==> config.mk <==
export PLATFORM = sky130hd
export DESIGN_NAME = display_scan_ctrl
export DESIGN_NICKNAME = d
export VERILOG_FILES = /design/src/rtl/display_scan_ctrl.sv
export SDC_FILE = /design/constraint.sdc
export NUM_CORES = 1
export LEC_CHECK = 0
export CAP_MARGIN = 40
export CORE_MARGIN = 4
export CORE_UTILIZATION = 65
export DETAILED_ROUTE_END_ITERATION = 10
export DONT_BUFFER_PORTS = 1
export GPL_ROUTABILITY_DRIVEN = 1
export GPL_TIMING_DRIVEN = 0
export PLACE_DENSITY_LB_ADDON = 0.12
export SYNTH_ARGS = -nofsm -noshare
export SYNTH_HDL_FRONTEND = slang
export SYNTH_SLANG_ARGS = --single-unit
==> constraint.sdc <==
create_clock -name clk -period 9.25 [get_ports clk]
set_input_delay 1.85 -clock clk [delete_from_list [all_inputs] [get_ports clk]]
set_output_delay 1.85 -clock clk [all_outputs]
set_load 0.01 [all_outputs]
==> src/rtl/display_scan_ctrl.sv <==
// Signed 32-bit to 10-digit BCD converter (double-dabble) feeding a
// multiplexed, leading-zero-blanked 10-position display scanner.
module display_scan_ctrl #(
  parameter int unsigned SCAN_DIV = 100000
) (
  input  logic        clk,
  input  logic        rst,
  input  logic [31:0] value_in,
  input  logic        load,
  output logic        busy,
  output logic [3:0]  digit,
  output logic [9:0]  an,
  output logic        blank,
  output logic        neg
);

  localparam int unsigned CW = (SCAN_DIV > 1) ? $clog2(SCAN_DIV) : 1;
  localparam logic [CW-1:0] DIV_LAST = CW'(SCAN_DIV - 1);

  typedef enum logic [1:0] {
    IDLE,
    CONVERT,
    COMMIT
  } state_t;

  state_t      state;
  logic [31:0] mag;
  logic        sign;
  logic        mag_nz;
  logic [39:0] bcd;
  logic [4:0]  iter;

  logic [39:0] disp;
  logic        disp_sign;

  logic [CW-1:0] pre_cnt;
  logic          tick;
  logic [3:0]    idx;
  logic [3:0]    idx_next;
  logic [3:0]    hi_pos;
  logic [39:0]   bcd_adj;

  // Double-dabble correction: any nibble >= 5 would overflow past 9 when doubled.
  always_comb begin
    // NOTE: every always_comb output gets a default first so no path can infer a latch.
    bcd_adj = bcd;
    for (int i = 0; i < 10; i++) begin
      if (bcd[4*i +: 4] >= 4'd5) begin
        bcd_adj[4*i +: 4] = bcd[4*i +: 4] + 4'd3;
      end
    end
  end

  // The shifted magnitude is destroyed by conversion, so zero-ness is kept aside.
  always_ff @(posedge clk or posedge rst) begin
    if (rst) begin
      state     <= IDLE;
      busy      <= 1'b0;
      mag       <= '0;
      sign      <= 1'b0;
      mag_nz    <= 1'b0;
      bcd       <= '0;
      iter      <= '0;
      // NOTE: the display register is reset explicitly so a fresh reset always shows 0.
      disp      <= '0;
      disp_sign <= 1'b0;
    end else begin
      // NOTE: sequential state uses non-blocking assignments so all registers
      // sample pre-edge values regardless of statement order.
      case (state)
        IDLE: begin
          if (load) begin
            mag    <= value_in[31] ? (~value_in + 32'd1) : value_in;
            sign   <= value_in[31];
            mag_nz <= (value_in != 32'd0);
            bcd    <= '0;
            iter   <= '0;
            busy   <= 1'b1;
            state  <= CONVERT;
          end else begin
            busy <= 1'b0;
          end
        end
        CONVERT: begin
          bcd  <= {bcd_adj[38:0], mag[31]};
          mag  <= {mag[30:0], 1'b0};
          iter <= iter + 5'd1;
          busy <= 1'b1;
          if (iter == 5'd31) begin
            state <= COMMIT;
          end
        end
        COMMIT: begin
          disp      <= bcd;
          disp_sign <= sign & mag_nz;
          busy      <= 1'b1;
          state     <= IDLE;
        end
        default: begin
          busy  <= 1'b0;
          state <= IDLE;
        end
      endcase
    end
  end

  assign tick     = (pre_cnt == DIV_LAST);
  assign idx_next = tick ? ((idx == 4'd9) ? 4'd0 : idx + 4'd1) : idx;

  // Highest nonzero display position; position 0 is the floor so 0 shows as "0".
  always_comb begin
    hi_pos = 4'd0;
    for (int i = 1; i < 10; i++) begin
      if (disp[4*i +: 4] != 4'd0) begin
        hi_pos = 4'(i);
      end
    end
  end

  // Scan outputs are registered alongside the index they describe.
  always_ff @(posedge clk or posedge rst) begin
    if (rst) begin
      pre_cnt <= '0;
      idx     <= 4'd0;
      an      <= 10'b1111111110;
      digit   <= 4'd0;
      blank   <= 1'b0;
      neg     <= 1'b0;
    end else begin
      pre_cnt <= tick ? '0 : pre_cnt + 1'b1;
      idx     <= idx_next;
      an      <= ~(10'd1 << idx_next);
      digit   <= disp[4*idx_next +: 4];
      blank   <= (idx_next > hi_pos);
      neg     <= disp_sign;
    end
  end

endmodule

==> run_results.csv, run 1 <==
group,metric,value,unit
place,dpl.hpwl,15400,um
min_path,hold_class,"flip-flop to flip-flop",
clocking,clockBufferDepth,2,
route,met2_wirelength,10200,um
synth,syn_area,8810,sq um
critical_path,worstSetupStartpoint,"value_in[0]",
critical_path,critPathMaxStageDelay,490,ps
critical_path,cp.arrival,3760,ps
critical_path,worstSetupPathType,"input pin to flip-flop",
route,vias,7331,
route,drtIter0Drc,736,
synth,yosys.area.top_type_share,42.9,%
sta,worst_hold_slack,386,ps
sta,report.final.slew_viol_count,0,
floorplanning,start_util,66.6,%
sta,grt_setup_unrepaired,"false",
clocking,cts_buffers,17,
synth,synth-seq-area-share,45.6,%
clocking,cts_setup_buffers,0,
critical_path,r2r-start,"state[1]",
sta,finalHoldViolCount,0,
synth,netlist.top_cell.by_area,"dfrtp_1",
place,place_congestion,0.993,
sta,tns,0,ps
route,ant_nets,0,
synth,yosys-top-cells-area,"dfrtp_1 43%, mux2_2 6.0%, o21ai_0 4.6%, ha_1 4.5%, nand2_1 3.7%",
grt,globalRouteOverflowTotal,0,
sta,timing.final.crit_share,37.3,%
synth,synthFlopType,"dfrtp_1",
route,drc,0,
sta,fmax,290,MHz
synth,synth_simple_gate_area_share,16.3,%
power_and_ir_drop,p_per_area,223,nW/um^2
floorplanning,num_rows,42,
final_layout,nets,998,
synth,muxShareOfSynthArea,7.03,%
sta,worstMarginPinSlew,756,ps
synth,netlist_instances,911,
sta,setup_violations,0,
synth,synth.distinct_cells,66,
place,io_buffers,0,
critical_path,crit_slowest_cell,"or3_1",
synth,ys_async_sr_fraction,100,%
floorplanning,die_x,124,um
critical_path,end_kind,"flip-flop",
critical_path,cp_cell_sequence,"inv_1 -> ha_1 -> or3b_1 -> clkbuf_1 -> or3_1 -> o21ai_1 -> mux2i_1 -> nand3_1",
clocking,htree_levels,4,
critical_path,r2r_slack,6230,ps
synth,synth_area_per_cell,9.68,sq um
power_and_ir_drop,fin_total_pwr,2.15,mW
critical_path,start_kind,"input pin",
final_layout,area_delta_synth_final,9.64,%
grt,grt_pass1_vias,7374,
synth,ys_warn_count,0,
clocking,cts-hold-fix-buffers,0,
route,wl_met1,8920,um
sta,period_minus_slack,3450,ps
status,status,"complete, no violations",
floorplanning,die_area,15500,sq um
synth,synth-compound-area-share,17.7,%
grt,gr-usage-all-layers,28.9,%
clocking,worstSkewPairLatency,440,ps
clocking,cts_tree,"built",
synth,synth_seq_cells,160,
final_layout,drive_above_1_share,11.8,%
route,avgRoutedWirePerCell,19.3,um
clocking,cts_resized,0,
synth,synth_commonest_cells,"151 x dfrtp_1, 87 x nand2_1, 81 x o21ai_0, 57 x nor2_1, 47 x mux2_2",
route,firstDrtPassIters,6,
synth,synth-edff-count,0,
flow_run,drv_cap,0,
grt,grt_pass1_wl,36500,um
final_layout,diodes,0,
floorplanning,ios,52,
synth,synth_fa_ha_area_share,4.54,%
synth,yosysMostFrequentCell,"dfrtp_1",
min_path,worstHoldStart,"disp_sign",
critical_path,worstPathMaxFanout,10,
route,wirelength,21600,um
critical_path,cp.required,9560,ps
floorplanning,dieHeight,124,um
synth,synth_xor_area_share,5.25,%
route,highest_layer,"met4",
synth,synth_top_family_by_area,"compound AO/OA/AOI/OAI gates",
route,via_per_inst,6.55,
clocking,cts.sinks,160,
floorplanning,core-area,13200,sq um
power_and_ir_drop,leakagePower,4.11,nW
synth,synth_fp_nets,978,
sta,fin_skew,12.0,ps
power_and_ir_drop,irDropWorstVdd,0.200,mV
grt,grt_antenna_before_repair,0,
clocking,clk_pin_slew,70,ps
route,dr_wl_met3,1840,um
sta,slew_headroom,49.6,%
grt,grt_max_degree,85,
clocking,cts_root_buffer,"clkbuf_16",
[final cells by class]
type                    count  area [sq um]
plain buffers              49           193
clock buffers              17           425
clock inverters            15           171
fillers                   980          3580
inverters                  34           133
multi-input cells         668          4480
flip-flops and latches    160          4020
well taps                 176           220
repair buffers              1          27.5
[critical path, delay by kind of cell]
kind / cells / cell delay, ps
multiplexers: 1 / 240
AO/OA/AOI/OAI: 1 / 200
buffers and inverters: 2 / 340
adder cells (fa/ha/maj): 1 / 200
AND/OR/NAND/NOR: 3 / 940
[kinds of logic (layout without fill, tap and decap cells)]
family                   Yosys count  in the layout
AO/OA/AOI/OAI                    247            247
XOR/XNOR                          52             52
adder cells (fa/ha/maj)           32             32
buffers and inverters             83            116
flip-flops                       160            160
multiplexers                      56             56
AND/OR/NAND/NOR                  281            281
[placed cells by master, fill, tap and decap left out, types with 21 or more instances in the layout]
master	Yosys	routed
nor3_1	21	21
dfrtp_1	151	151
inv_1	32	31
mux2_2	47	47
clkbuf_1	41	41
xnor2_1	36	36
nor2_1	57	57
nand2_1	87	87
a21oi_1	43	43
o21ai_0	81	81
ha_1	32	32
[report_power, final]
| part | switching [mW] | leakage [nW] | internal (mW) | total, mW |
|---|---|---|---|---|
| logic | 0.382 | 1.69 | 0.183 | 0.564 |
| registers | 0.0732 | 2.13 | 0.804 | 0.878 |
| clock network | 0.325 | 0.294 | 0.385 | 0.709 |
| total | 0.780 | 4.11 | 1.37 | 2.15 |
[metal layers]
metal	GRT usage [%]	vias to the layer above
li1	-	3335
met4	12.6	0
met3	7.55	68
met2	46.3	348
met5	0	-
met1	37.2	3580
[flip-flops by register name, indices dropped and copies added, names as in the netlist]
name,flops
an,10
bcd,40
blank,1
busy,1
digit,4
disp,40
disp_sign,1
idx,4
iter,5
mag,32
mag_nz,1
neg,1
pre_cnt,17
sign,1
state,2
[stage by stage]
| step | setup WS [ps] | instance area, sq um | cells | utilization [%] |
|---|---|---|---|---|
| CTS | 5830 | 9660 | 1120 | 73.0 |
| global route | 5640 | 9660 | 1120 | 73.0 |
| global placement | 1670 | 9030 | 1087 | 68.2 |
| finish | 5800 | 9660 | 1120 | 73.0 |
| floorplan | 3090 | 8810 | 911 | - |
| detailed placement | 5400 | 9070 | 1088 | 68.5 |
[final timing paths]
check / end / depth (start not counted)
min: neg / 0
min in group asynchronous: pre_cnt[2] / 1
max: mag[30] / 8
min reg2reg: neg / 0
max reg2reg: bcd[19] / 9
max in group asynchronous: disp[35] / 2
Power figures use the tool's default switching activity.
==> inputs of run 2 (changes only) <==
--- a/config.mk
+++ b/config.mk
@@ -7,7 +7,7 @@
 export LEC_CHECK = 0
 export CAP_MARGIN = 40
 export CORE_MARGIN = 4
-export CORE_UTILIZATION = 65
+export CORE_UTILIZATION = 58
 export DETAILED_ROUTE_END_ITERATION = 10
 export DONT_BUFFER_PORTS = 1
 export GPL_ROUTABILITY_DRIVEN = 1
==> constraint.sdc (replaced) <==
create_clock -name clk -period 2.89 [get_ports clk]
set_input_delay 0.578 -clock clk [delete_from_list [all_inputs] [get_ports clk]]
set_output_delay 0.578 -clock clk [all_outputs]
set_load 0.01 [all_outputs]
==> run 2 against run 1 <==
Compared with the run above: clock-buffer cell count unchanged; first-iteration DRC count shrank 45%; core utilization is 6.7 points lower; design area rose by 0.79%; largest power group unchanged.
==> run_results.csv, run 2 (synthesis results as in run 1) <==
group,metric,value,unit
clocking,worstSkewPairLatency,430,ps
clocking,clockBufferDepth,2,
grt,grt_antenna_before_repair,0,
clocking,cts_root_buffer,"clkbuf_16",
critical_path,cp.required,3190,ps
place,dpl.hpwl,16000,um
final_layout,drive_above_1_share,12.8,%
clocking,cts-hold-fix-buffers,0,
clocking,cts_tree,"built",
final_layout,area_delta_synth_final,10.5,%
floorplanning,ios,52,
sta,worst_hold_slack,122,ps
place,io_buffers,0,
grt,grt_pass1_vias,7032,
sta,fmax,352,MHz
place,place_congestion,0.905,
critical_path,start_kind,"flip-flop",
sta,slew_headroom,53.1,%
status,status,"complete, no violations",
sta,setup_violations,0,
critical_path,worstSetupPathType,"flip-flop to flip-flop",
clocking,cts.sinks,160,
final_layout,nets,1001,
sta,grt_setup_unrepaired,"true",
critical_path,cp.arrival,3140,ps
critical_path,end_kind,"flip-flop",
floorplanning,start_util,60.0,%
floorplanning,core-area,14700,sq um
route,avgRoutedWirePerCell,19.3,um
critical_path,worstPathMaxFanout,7,
final_layout,mostFrequentLayoutCell,"dfrtp_1",
final_layout,reg_top3,"bcd (40), disp (40), mag (32)",
grt,grt-busiest-layer,"met2",
sta,report.final.slew_viol_count,0,
min_path,hold_class,"input pin to async pin",
floorplanning,die_x,131,um
clocking,htree_levels,4,
place,dp_slack,-104,ps
sta,worst_slack,46.6,ps
route,firstDrtPassIters,5,
sta,finalHoldViolCount,0,
grt,grt_pass1_wl,35800,um
route,drtIter0Drc,407,
grt,globalRouteOverflowTotal,0,
power_and_ir_drop,fin_total_pwr,6.90,mW
grt,grt_use_met1,34.4,%
floorplanning,die_area,17200,sq um
place,dp_cells,1099,
sta,fin_skew,12.9,ps
power_and_ir_drop,irDropWorstVdd,0.425,mV
grt,gr-usage-met2,40.2,%
clocking,cts_buffers,17,
final_layout,diodes,0,
floorplanning,num_rows,44,
route,vias,7181,
sta,period_minus_slack,2840,ps
route,wirelength,21800,um
final_layout,final_cell_mix,"151 x dfrtp_1, 87 x nand2_1, 80 x o21ai_0, 57 x nor2_1, 47 x mux2_2",
grt,grt_max_degree,38,
floorplanning,dieHeight,131,um
final_layout,instances_no_fill,1131,
clocking,clk_pin_slew,70,ps
route,ant_nets,0,
route,drc,0,
route,via_per_inst,6.35,
sta,timing.final.crit_share,98.4,%
flow_run,drv_cap,0,
place,post_dp_cell_area,9130,sq um
power_and_ir_drop,p_per_area,709,nW/um^2
sta,worstMarginPinSlew,703,ps
final_layout,fin_area,9740,sq um
power_and_ir_drop,leakagePower,4.15,nW
grt,gr-usage-all-layers,25.4,%
grt,grt_util_met3,5.70,%
## run 2: layout make-up
type	count	area [sq um]
Clock inverter	15	166
Buffer	49	201
Tap cell	184	230
Inverter	34	131
Timing Repair Buffer	4	80.1
Fill cell	1156	4960
Multi-Input combinational cell	668	4490
Sequential cell	160	4020
Clock buffer	17	425
## run 2: where the power goes
group	switching, mW	internal (mW)
clock	1.03	1.23
combinational	1.23	0.595
sequential	0.238	2.57
total	2.50	4.40
## run 2: stage by stage
stage	TNS [ps]	utilization, %
3_5_place_dp	-646	62.1
6_report	0	66.3
2_1_floorplan	0	-
3_3_place_gp	-63360	61.6
4_1_cts	0	66.2
5_1_grt	-85.2	66.3
## run 2: layer usage
metal	vias to the layer above	share of wire (%)
met2	280	48
met4	0	2.5
met3	43	6.8
met5	-	0
li1	3350	-
met1	3508	43
## run 2: final timing paths
path	startpoint	to	slack, ps	cells after the start
min in group clk	load	busy	320	2
hold reg to reg	disp_sign	neg	380	0
max in group asynchronous	rst	bcd[19]	1920	3
hold / removal	rst	neg	120	1
setup reg to reg	pre_cnt[0]	blank	50	10
setup / recovery	pre_cnt[0]	blank	50	10
## run 2: critical path: stages, from the launching register on
cell      delay (ps)
dfrtp_1          400
ha_1             240
and4_2           310
nand4_1          440
o21a_1           360
or2_2            320
ha_1             310
o21ai_0           80
nand2b_1          70
a21oi_1          140
a41oi_1           60
## run 2: timing repair
action                                  CTS  global route
resized for setup                         3            11
endpoints found under the setup margin   11            43
pin swaps                                 0             0
setup buffers                             0             0
==> inputs of run 3 (changes only) <==
--- a/config.mk
+++ b/config.mk
@@ -5,6 +5,7 @@
 export SDC_FILE = /design/constraint.sdc
 export NUM_CORES = 1
 export LEC_CHECK = 0
+export ABC_CLOCK_PERIOD_IN_PS = 2890
 export CAP_MARGIN = 40
 export CORE_MARGIN = 4
 export CORE_UTILIZATION = 58
@@ -13,6 +14,7 @@
 export GPL_ROUTABILITY_DRIVEN = 1
 export GPL_TIMING_DRIVEN = 0
 export PLACE_DENSITY_LB_ADDON = 0.12
+export SKIP_LAST_GASP = 1
 export SYNTH_ARGS = -nofsm -noshare
 export SYNTH_HDL_FRONTEND = slang
 export SYNTH_SLANG_ARGS = --single-unit
==> run 3 against run 2 <==
Compared with the run above: worst setup slack lost 35 ps; critical path type unchanged; routed wire length is essentially flat; largest cell class unchanged; clock-buffer cell count is the same; critical endpoint unchanged; cell count is the same.
==> run_results.csv, run 3 (synthesis results as in run 1) <==
group,metric,value,unit
final_layout,final_util,66.2,%
route,via_per_inst,6.29,
sta,fmax,347,MHz
clocking,cts_root_buffer,"clkbuf_16",
critical_path,reg2regPathDepth,10,
floorplanning,dieHeight,131,um
sta,fin_skew,12.0,ps
sta,timing.final.crit_share,99.6,%
critical_path,crit_buf_inv,0,
grt,gr-usage-all-layers,25.4,%
power_and_ir_drop,power.share.clock,32.9,%
sta,slew_headroom,53.2,%
critical_path,critPathMaxStageDelay,460,ps
final_layout,nets,1001,
grt,grt_pass1_vias,7032,
sta,worstMarginPinSlew,701,ps
route,drtIter0Drc,448,
power_and_ir_drop,p_comb_share,26.4,%
floorplanning,ios,52,
clocking,cts-hold-fix-buffers,0,
grt,grt_pass1_wl,35800,um
critical_path,r2r_slack,10,ps
critical_path,worstPathMaxFanout,7,
critical_path,start_kind,"flip-flop",
floorplanning,core-area,14700,sq um
clocking,cts_setup_buffers,0,
floorplanning,die_x,131,um
clocking,htree_levels,4,
critical_path,cp.required,3190,ps
sta,report.final.slew_viol_count,0,
power_and_ir_drop,p_per_area,709,nW/um^2
final_layout,final_cell_mix,"151 x dfrtp_1, 87 x nand2_1, 80 x o21ai_0, 57 x nor2_1, 47 x mux2_2",
power_and_ir_drop,sw_frac_of_total,36.3,%
floorplanning,num_rows,44,
critical_path,timing.rr.end,"blank",
power_and_ir_drop,irDropWorstVdd,0.429,mV
route,avgRoutedWirePerCell,19.3,um
final_layout,nFillCells,1152,
route,vias,7115,
place,post_dp_cell_area,9130,sq um
power_and_ir_drop,p_sw,2.51,mW
power_and_ir_drop,leakagePower,4.15,nW
clocking,cts.sinks,160,
clocking,worstSkewPairLatency,440,ps
power_and_ir_drop,intPower,4.40,mW
route,drc,0,
route,ant_nets,0,
critical_path,cp.arrival,3180,ps
critical_path,crit_family,"simple AND/OR/NAND/NOR gates",
final_layout,mostFrequentLayoutCell,"dfrtp_1",
power_and_ir_drop,seqPwrFrac,40.7,%
critical_path,r2r-start,"pre_cnt[0]",
final_layout,diodes,0,
status,status,"complete, no violations",
floorplanning,start_util,60.0,%
final_layout,reg_top3,"bcd (40), disp (40), mag (32)",
sta,tns,0,ps
flow_run,drv_cap,0,
place,dpl.hpwl,16000,um
route,firstDrtPassIters,5,
grt,grt_max_degree,38,
sta,grt_setup_unrepaired,"true",
sta,finalHoldViolCount,0,
grt,globalRouteOverflowTotal,0,
sta,worst_hold_slack,119,ps
route,wirelength,21800,um
critical_path,crit_top_cell,"ha_1",
critical_path,worstSetupStartpoint,"pre_cnt[0]",
clocking,clockBufferDepth,2,
final_layout,fin_area,9740,sq um
sta,setup_violations,0,
place,place_congestion,0.905,
sta,period_minus_slack,2880,ps
clocking,clk_pin_slew,70,ps
critical_path,worstSetupPathType,"flip-flop to flip-flop",
grt,grt_antenna_before_repair,0,
critical_path,crit_end,"blank",
critical_path,cp_cell_sequence,"ha_1 -> and4_1 -> nand4_1 -> o21a_1 -> or2_2 -> ha_1 -> o21ai_0 -> nand2b_1 -> a21oi_1 -> a41oi_1",
clocking,cts_buffers,17,
final_layout,area_delta_synth_final,10.5,%
final_layout,drive_above_1_share,12.5,%
place,io_buffers,0,
critical_path,crit_slowest_cell,"nand4_1",
critical_path,end_kind,"flip-flop",
min_path,hold_class,"input pin to async pin",
power_and_ir_drop,fin_total_pwr,6.91,mW
clocking,cts_tree,"built",
critical_path,cp_num_cells,10,
floorplanning,die_area,17200,sq um
run 3: cell counts in the layout (fill, tap and decap cells not counted):
Identical to the previous run, type by type.
run 3: metrics by stage:
stage               std cells  worst slack (ps)
CTS                      1131              29.8
global placement         1095              -431
detailed placement       1099              -104
floorplan                 911               291
finish                   1131              11.2
global route             1131              -132
run 3: worst min path at each step:
stage	startpoint	endpoint	slack, ps	cells after the start
after detailed placement	disp_sign	neg	370	0
after CTS	rst	neg	130	1
final	rst	neg	120	1
after global placement	disp_sign	neg	370	0
after global routing	rst	neg	160	1
after floorplan	disp_sign	neg	350	0
run 3: repair_timing:
item / CTS / global route
gates cloned: 0 / 0
endpoints found under the setup margin: 11 / 43
pin swaps: 0 / 0
gates resized for setup: 3 / 7
run 3: metal layers:
layer  wire length (um)  up-vias  GRT usage [%]
li1                   -     3344              -
met1               9620     3486           34.4
met2              10400      240           40.2
met3               1250       45           5.70
met4                553        0           9.98
met5                  0        -              0
run 3: area by class of cell:
type / count / area (sq um) / share of cell area, %
clock inverters: 15 / 166 / 1.71
repair buffers: 4 / 80.1 / 0.822
clock buffers: 17 / 425 / 4.37
inverters: 34 / 131 / 1.35
multi-input cells: 668 / 4490 / 46.1
well taps: 184 / 230 / 2.36
plain buffers: 49 / 200 / 2.06
flip-flops and latches: 160 / 4020 / 41.2
run 3: power by group through the flow:
stage                     clock, mW  sequential (mW)  combinational, mW
after floorplan                   0             2.77               1.30
after global placement            0             2.82               1.70
after detailed placement          0             2.85               1.80
after global routing           2.41             2.85               2.06
final                          2.27             2.81               1.83
after CTS                      2.29             2.81               1.82
run 3: worst register-to-register path: stages, from the launching register on:
cell and delay, ps:
dfrtp_1 400, ha_1 240, and4_1 310, nand4_1 460
o21a_1 360, or2_2 320, ha_1 310, o21ai_0 80
nand2b_1 70, a21oi_1 150, a41oi_1 60
